===== src/rtl/sync_down_counter_pkg.sv =====
`default_nettype none
// ============================================================================
// Module   : sync_down_counter_pkg
// Brief    : Shared types and constants for the sync_down_counter block:
//            FSM state encoding, counter-bit operation select, default width.
// Revision : 1.0 - initial release
// ============================================================================
package sync_down_counter_pkg;

  // Default counter width in bits
  localparam int DEFAULT_WIDTH = 4;

  // Controller state encoding
  typedef enum logic [1:0] {
    IDLE  = 2'b00,
    COUNT = 2'b01,
    DONE  = 2'b10
  } state_e;

  // What the JK bit array does on the next edge
  typedef enum logic [1:0] {
    CNT_HOLD = 2'b00,  // J=K=0 on every bit
    CNT_LOAD = 2'b01,  // J=value, K=~value: parallel load
    CNT_DEC  = 2'b10   // J=K=toggle enable: decrement by one
  } cnt_op_e;

endpackage : sync_down_counter_pkg
`default_nettype wire


===== src/rtl/sync_down_counter_jk_ff.sv =====
`default_nettype none
// ============================================================================
// Module   : jk_ff_ar
// Brief    : JK flip-flop with asynchronous active-low reset. J/K = 00 hold,
//            01 reset, 10 set, 11 toggle.
// Revision : 1.0 - initial release
// ============================================================================
module jk_ff_ar (
  input  logic clk,
  input  logic rst_n,
  input  logic j_i,
  input  logic k_i,
  output logic q_o
);

  logic q_q;
  logic q_d;

  // Next-state decode of the JK truth table
  always_comb begin
    q_d = q_q;
    case ({j_i, k_i})
      2'b01:   q_d = 1'b0;
      2'b10:   q_d = 1'b1;
      2'b11:   q_d = ~q_q;
      default: q_d = q_q;
    endcase
  end

  // Storage element, cleared immediately by reset
  always_ff @(posedge clk or negedge rst_n) begin
    if (!rst_n) begin
      q_q <= 1'b0;
    end else begin
      q_q <= q_d;
    end
  end

  assign q_o = q_q;

endmodule : jk_ff_ar
`default_nettype wire


===== src/rtl/sync_down_counter.sv =====
`default_nettype none
// ============================================================================
// Module   : sync_down_counter
// Brief    : Loadable synchronous down counter with IDLE/COUNT/DONE control,
//            one-cycle done pulse on terminal count and combinational tc.
//            Count bits are JK flip-flops sharing one clock; toggle enables
//            come from the lower bits (synchronous, no ripple clocking).
// Options  : SYNC_DOWN_COUNTER_AUTORELOAD_EN - when defined, reload_en at
//            terminal count reloads the latched start value and keeps
//            counting. When undefined, reload_en is accepted but ignored.
// Revision : 1.0 - initial release
// ============================================================================
module sync_down_counter
  import sync_down_counter_pkg::*;
#(
  parameter int WIDTH = DEFAULT_WIDTH
) (
  input  logic             clk,
  input  logic             rst_n,
  input  logic             start,
  input  logic [WIDTH-1:0] load_val,
  input  logic             en,
  input  logic             clear,
  input  logic             reload_en,
  output logic [WIDTH-1:0] count,
  output logic             busy,
  output logic             done,
  output logic             tc
);

  state_e           state_q;
  state_e           state_d;
  logic             done_q;
  logic             done_d;
  cnt_op_e          op_d;
  logic [WIDTH-1:0] load_sel_d;
  logic [WIDTH-1:0] count_q;
  logic             reload_go;
  logic [WIDTH-1:0] reload_val;
  logic             launch;

  // A start that actually launches a count (captures the reload value)
  assign launch = start && !clear && (state_q != COUNT) && (load_val != '0);

`ifdef SYNC_DOWN_COUNTER_AUTORELOAD_EN
  logic [WIDTH-1:0] reload_q;
  logic [WIDTH-1:0] reload_d;

  // Reload value follows the most recent launching start
  always_comb begin
    reload_d = reload_q;
    if (launch) begin
      reload_d = load_val;
    end
  end

  // Reload register
  always_ff @(posedge clk or negedge rst_n) begin
    if (!rst_n) begin
      reload_q <= '0;
    end else begin
      reload_q <= reload_d;
    end
  end

  assign reload_go  = reload_en;
  assign reload_val = reload_q;
`else
  logic unused_reload_inputs;

  assign unused_reload_inputs = reload_en ^ launch;
  assign reload_go            = 1'b0;
  assign reload_val           = '0;
`endif

  // Next-state, done pulse and counter operation select
  always_comb begin
    state_d    = state_q;
    done_d     = 1'b0;
    op_d       = CNT_HOLD;
    load_sel_d = '0;
    if (clear) begin
      // Abort wins over everything; count is forced to zero
      state_d = IDLE;
      op_d    = CNT_LOAD;
    end else begin
      case (state_q)
        IDLE, DONE: begin
          if (start) begin
            op_d       = CNT_LOAD;
            load_sel_d = load_val;
            if (load_val != '0) begin
              state_d = COUNT;
            end else begin
              // Zero start is an immediate terminal event
              state_d = DONE;
              done_d  = 1'b1;
            end
          end
        end
        COUNT: begin
          if (en) begin
            if (count_q == WIDTH'(1)) begin
              done_d = 1'b1;
              if (reload_go) begin
                op_d       = CNT_LOAD;
                load_sel_d = reload_val;
              end else begin
                op_d    = CNT_DEC;
                state_d = DONE;
              end
            end else if (count_q != '0) begin
              op_d = CNT_DEC;
            end else begin
              // Never decrement through zero
              state_d = DONE;
            end
          end
        end
        default: begin
          state_d = IDLE;
          op_d    = CNT_LOAD;
        end
      endcase
    end
  end

  // Control registers
  always_ff @(posedge clk or negedge rst_n) begin
    if (!rst_n) begin
      state_q <= IDLE;
      done_q  <= 1'b0;
    end else begin
      state_q <= state_d;
      done_q  <= done_d;
    end
  end

  // Counter bit slices: each bit toggles on decrement when all lower bits are 0
  generate
    for (genvar i = 0; i < WIDTH; i++) begin : g_bit
      logic tog_b;
      logic j_b;
      logic k_b;

      if (i == 0) begin : g_lsb
        assign tog_b = 1'b1;
      end else begin : g_upper
        assign tog_b = ~|count_q[i-1:0];
      end

      // Map the selected operation onto this bit's J/K inputs
      always_comb begin
        j_b = 1'b0;
        k_b = 1'b0;
        case (op_d)
          CNT_LOAD: begin
            j_b = load_sel_d[i];
            k_b = ~load_sel_d[i];
          end
          CNT_DEC: begin
            j_b = tog_b;
            k_b = tog_b;
          end
          default: begin
            j_b = 1'b0;
            k_b = 1'b0;
          end
        endcase
      end

      jk_ff_ar u_jk (
        .clk   (clk),
        .rst_n (rst_n),
        .j_i   (j_b),
        .k_i   (k_b),
        .q_o   (count_q[i])
      );
    end
  endgenerate

  assign count = count_q;
  assign busy  = (state_q == COUNT);
  assign done  = done_q;
  assign tc    = (count_q == '0);

endmodule : sync_down_counter
`default_nettype wire


===== config.mk =====
export PLATFORM = sky130hd
export DESIGN_NAME = sync_down_counter
export DESIGN_NICKNAME = d
export VERILOG_FILES = /design/src/rtl/sync_down_counter_pkg.sv /design/src/rtl/sync_down_counter_jk_ff.sv /design/src/rtl/sync_down_counter.sv
export SDC_FILE = /design/constraint.sdc
export NUM_CORES = 1
export LEC_CHECK = 0
export CAP_MARGIN = 20
export CELL_PAD_IN_SITES_DETAIL_PLACEMENT = 1
export CELL_PAD_IN_SITES_GLOBAL_PLACEMENT = 1
export CORE_AREA = 3 3 44 46
export CTS_CLUSTER_DIAMETER = 50
export DETAILED_ROUTE_END_ITERATION = 16
export DIE_AREA = 0 0 47 49
export PLACE_DENSITY_LB_ADDON = 0.15
export SYNTH_ARGS = -nofsm -noshare
export SYNTH_HDL_FRONTEND = slang
export SYNTH_SLANG_ARGS = --single-unit

===== constraint.sdc =====
create_clock -name clk -period 3.3 [get_ports clk]
set_input_delay 0.66 -clock clk [delete_from_list [all_inputs] [get_ports clk]]
set_output_delay 0.66 -clock clk [all_outputs]
set_load 0.05 [all_outputs]

Yosys cells after proc, flatten, opt, wreduce, memory -nomap -nowiden
Cells that the tools add are included.
Word-level totals
  register bits: 7
  input port bits: 10
  logic and storage cells: 83
Cells by class
  eq/ne operators: 20
  muxes and demuxes: 34
  bitwise operators: 8
  reduce and logical (&&, ||, !) cells: 15
Operator list (count)
  $eq 2x2->1 const B: 10
  $mux 2: 10
  $pmux 1 s2: 9
  $eq 2x1->1 const B: 6
  $mux 4: 3
  $pmux 1 s3: 4
  $reduce_bool 3->1: 4
  $not 1->1: 8
  $pmux 2 s2: 2
  $reduce_bool 4->1: 2
  $mux 1: 6
  $ne 3x3->1 const B: 2
  $eq 4x1->1 const B: 1
  $logic_not 4->1: 1
  $ne 4x4->1 const B: 1
  $reduce_or 2->1: 2
  $logic_not 1->1: 3
  $reduce_and 3->1: 1
  $reduce_or 3->1: 1
  $logic_not 2->1: 1

Longest topological paths before layout
  depth after elaboration: 10
  gate-level depth with buffers: 7
  depth with buffers taken out: 7

Modules after synthesis
A second synthesis with hierarchy kept.
Second synthesis, totals
  cells, all modules: 58
  area total of the unflattened synthesis: 528.0 um^2
Modules (own cells, without submodules)
  sync_down_counter: instances 1, cells an instance 46, area each 392.9 um^2, sequential area each 75.1 um^2
  jk_ff_ar: instances 4, cells an instance 3, area each 33.8 um^2, sequential area each 25.0 um^2

Worst setup path after synthesis
OpenSTA, ideal clock, no wires.
  kind: reg2reg
  from: register g_bit[1].u_jk.q_q
  to: register g_bit[2].u_jk.q_q
  arrival time: 3.198 ns
  data required time: 3.213 ns
  path slack: 0.015 ns
  cell stages (with the launch flop): 8
  clock period less this slack: 3.285 ns
  cell sequence: dfrtp_1 nor4_1 nand4bb_1 inv_1 ha_1 or2_2 o21a_1 o211ai_1
On the way
  word-level cells in the longest chain between the ends: 10
Ends and longest elaborated chain
  start, declared: line sync_down_counter_jk_ff.sv:16  | logic q_q;
  start signal, assigned: line sync_down_counter_jk_ff.sv:35  | q_q <= q_d;
  $reduce_bool 4->1: line sync_down_counter.sv:112  | end else if (count_q != '0) begin
  $mux 2: line sync_down_counter.sv:112
  $mux 2: line sync_down_counter.sv:103  | if (count_q == WIDTH'(1)) begin
  $mux 2: line sync_down_counter.sv:102  | if (en) begin
  $pmux 2 s2: line sync_down_counter.sv:87  | case (state_q)
  $mux 2: line sync_down_counter.sv:82  | if (clear) begin
  $eq 2x2->1 or $eq 2x1->1 (tied branches): line sync_down_counter.sv:156  | case (op_d)
  $pmux 1 s2: line sync_down_counter.sv:156
  $eq 2x2->1 or $eq 2x1->1 (tied branches): line sync_down_counter_jk_ff.sv:22  | case ({j_i, k_i})
  $pmux 1 s3 or $reduce_bool 3->1 (tied branches)
  end signal, assigned: line sync_down_counter_jk_ff.sv:35
  end, declared: line sync_down_counter_jk_ff.sv:16
Parallel ways exist; a longest one is shown, timed or not.
A chain may end at the register's enable or synchronous reset.

Worst setup path after layout
  from: register g_bit[0].u_jk.q_q
  to: output tc
On the way
  word-level cells in the longest chain between the ends: 1
Ends and longest elaborated chain
  start, declared: line sync_down_counter_jk_ff.sv:16
  start signal, assigned: line sync_down_counter_jk_ff.sv:35
  $logic_not 4->1: line sync_down_counter.sv:185  | assign tc = (count_q == '0);
  end, declared: line sync_down_counter.sv:28  | output logic tc
Every way passes these cells.

==> results.txt <==
----------------------------------------------------
[STA]
  Worst hold margin ... 0.5915 ns
  Setup-failing EPs final ... 0
  Worst slew pin tran ... 0.5664 ns
  Final total negative setup slack ... 0 ns
  Final Cycle Share ... about four fifths
  Max_slew headroom ... between 60% and 70%
  RSZ-0062 raised after global routing ... false
  Final max-slew violation count ... 0
  Count of final hold-check violations ... 0
  Post-route minimum period ... 2.595 ns
  Maximum clock frequency ... 385.3 MHz
  Worst clock skew ... 0.007646 ns

[Synthesis]
  Xor-xnor portion of the synthesized cell area ... 0%
  Cell type with the largest total area after synthesis ... dfrtp_1
  Synthesized flop and latch total ... 7
  Number of enable flip-flop cells after synthesis ... 0
  Net count after synthesis ... 69
  Async set-or-reset flop fraction in the synthesized netlist ... 100.0%
  Netlist cell types ... 28
  Warning count from the yosys run ... 0
  Adder-Cell Fraction of Synth Area ... about 4.8%
  Per-instance average area after synthesis ... 9.132 um^2
  Mux share of post-synthesis cell area ... 1.923%
  Share of the synthesized area in compound gates (AO/OA/AOI/OAI) ... 13.94%
  Fraction of the yosys area taken by sequential cells ... about a third
  Most frequent cell after synthesis ... dfrtp_1
  Fraction of the mapped netlist area in simple logic gates ... 37.74%
  Largest family of logic cells by synthesized area ... simple AND/OR/NAND/NOR gates
  Top-area cell type share of the netlist area ... about a third
  Largest cells by area after synthesis ... dfrtp_1 34%, buf_4 5.8%, ha_1 4.8%
  Commonest cells in the netlist ... 7 x dfrtp_1, 5 x nand2_1, 4 x a21oi_1, 4 x buf_4, 4 x nor2b_1
  Cells after synthesis ... 57
  Main flop type after synthesis ... dfrtp_1
  Area of the mapped netlist ... 520.5 um^2

[Floorplan]
  Die area ... 2303 um^2
  Count of standard-cell rows ... 14
  Number of top-level pins ... 17
  Die Height ... 49 um
  Horizontal die dimension ... between 40 and 50 um
  Core area ... roughly 1500 um^2
  Starting Density ... 33.77%

[Placed design]
  Number of I/O port buffers ... 15
  Post-DP HPWL ... 1030 um
  Global placer's final weighted congestion ... 0.7564

[Worst setup path]
  Top fanout value on the critical path ... 7
  Endpoint arrival time on the critical path ... 1.94 ns
  Capturing element type of the critical path ... output pin
  Worst Setup Start Kind ... register
  Crit Path Class ... reg -> out
  Required arrival time at the worst endpoint ... between 2 and 3 ns

[Clock network]
  H-Tree Level Count ... 1
  CTS tree ... yes
  Sink Count ... 7
  CTS-repair resized insts ... 0
  CTS Hold Bufs ... 0
  Clock transition at the registers of the reported paths ... 0.05 ns
  Post-CTS setup repair buffer count ... 0
  Clock Path Buffers ... 2
  Clock buffers created by TritonCTS ... 3
  Clk Latency, worst-skew pair ... between 0.2 and 0.3 ns
  Cell at the root of the clock tree ... clkbuf_4

[Final layout]
  Final layout net count ... 85
  Fraction of layout instances using a drive strength above 1 ... around 8.3%
  Antenna cells ... 0
  Fillers ... 181
  Utilization of the core after routing ... 44.56%
  Signed area change from the synthesized netlist to the final layout ... 31.97%

[Global routing]
  First-pass GRT wire length ... 2221 um
  Vias in the first global route ... 494
  Total gr overflow ... 0
  Maximum number of pins on one net before global-route repair ... 9
  Overall Global Routing Usage ... 13.61%
  Number of antenna violations at the first check in global routing ... 0

[Detailed routing]
  Avg Vias per Cell ... 5.534
  Routed Wire Length ... between 1000 and 1500 um
  Router iterations before antenna repair ... 2
  Detailed-route DRC error count ... 0
  Initial DRC Count ... 2
  Wire length per cell ... around 15 um
  Via count of the routed design ... approximately 490
  Number of routed nets with antenna violations ... 0

[Run status]
  Result of the run ... complete, no violations

[Job]
  Number of maximum-capacitance constraint violations ... 0

[Pwr]
  Static Leak ... 0.2913 nW
  Switching power ... 0.1810 mW
  Sequential power share ... ~31%
  Proportion of total power due to net switching ... a little under half
  Total power ... between 0.4 and 0.5 mW
  Peak supply drop ... ~0.27 mV
  Internal portion of total power ... 0.2205 mW
  Portion of total power attributed to combinational logic ... 48.2%
  Clock network power share ... 20.7%
  PD cells ... approximately 580 nW/um^2

[Worst hold path]
  Worst hold-check path type ... reg -> reg

----------------------------------------------------
## sequential cells by signal, summed over array words and instances, names as in the netlist
signal	cells
state_q	2
done	1
g_bit.u_jk.q_o	4
## through the flow
step                      std cells  worst slack, ns  area [um^2]
after global placement           84           0.6172        660.6
after global routing             88           0.5643        686.9
after detailed placement         84           0.5918        660.6
final                            88           0.7046        686.9
after CTS                        88           0.6802        686.9
after floorplan                  57          0.01542        520.5
## placed cells by master, fill, tap and decap left out, drive strengths merged
cell	n
nand2b	2
nand2	5
nor4b	1
clkdlybuf4s50	15
a21o	1
or2	1
nor2	1
or4b	1
nor4bb	1
or3b	2
nand4bb	2
inv	3
clkbuf	4
nor3b	2
nor2b	4
a21oi	4
dfrtp	7
nor4	2
nand4	1
o21a	1
ha	2
nand4b	1
o211ai	2
a31oi	1
mux2i	1
a311oi	1
a211oi	1
nand3	3
## layout make-up
type                            instances  area, um^2  share of cell area (%)
Clock buffer                            4       26.28                   3.825
Inverter                                3       11.26                   1.639
Timing Repair Buffer                   15       150.1                   21.86
Multi-Input combinational cell         43       304.0                   44.26
Sequential cell                         7       175.2                   25.50
Tap cell                               16       20.02                   2.914
## kinds of logic after synthesis
kind of cell    count (synthesis)
mux                             1
flops                           7
buf+inv                         7
compound gates                 11
simple gates                   29
fa+ha+maj                       2
## worst paths after layout
kind / slack [ns] / from / cells after the start / endpoint
hold reg to reg: 0.59 / g_bit[1].u_jk.q_o$_DFFE_PN0P_ / 1 / g_bit[1].u_jk.q_o$_DFFE_PN0P_
max in group asynchronous: 2.37 / rst_n / 1 / g_bit[1].u_jk.q_o$_DFFE_PN0P_
setup reg to reg: 1.16 / g_bit[0].u_jk.q_o$_DFFE_PN0P_ / 7 / g_bit[2].u_jk.q_o$_DFFE_PN0P_
setup / recovery: 0.70 / g_bit[0].u_jk.q_o$_DFFE_PN0P_ / 2 / tc
hold / removal: 0.59 / g_bit[1].u_jk.q_o$_DFFE_PN0P_ / 1 / g_bit[1].u_jk.q_o$_DFFE_PN0P_
min in group asynchronous: 0.67 / rst_n / 1 / done$_DFF_PN0_
## layer usage
metal	GRT usage (%)	wire [um]
met2	18.33	593
met5	0	0
met4	7.373	27
met3	5.535	83
met1	17.88	623
## worst max-delay path: stages, from the launching register on
cell and delay (ns):
dfrtp_1 0.46, nor4_1 0.35, clkdlybuf4s50_1 0.87
## power groups by stage
stage / logic (mW) / registers [mW] / clock network (mW)
6_report: 0.194 / 0.125 / 0.0830
2_1_floorplan: 0.147 / 0.119 / 0
3_3_place_gp: 0.194 / 0.126 / 0
3_5_place_dp: 0.194 / 0.127 / 0
5_1_grt: 0.209 / 0.129 / 0.0942
4_1_cts: 0.195 / 0.125 / 0.0874
(Power assumes the default switching activity.)
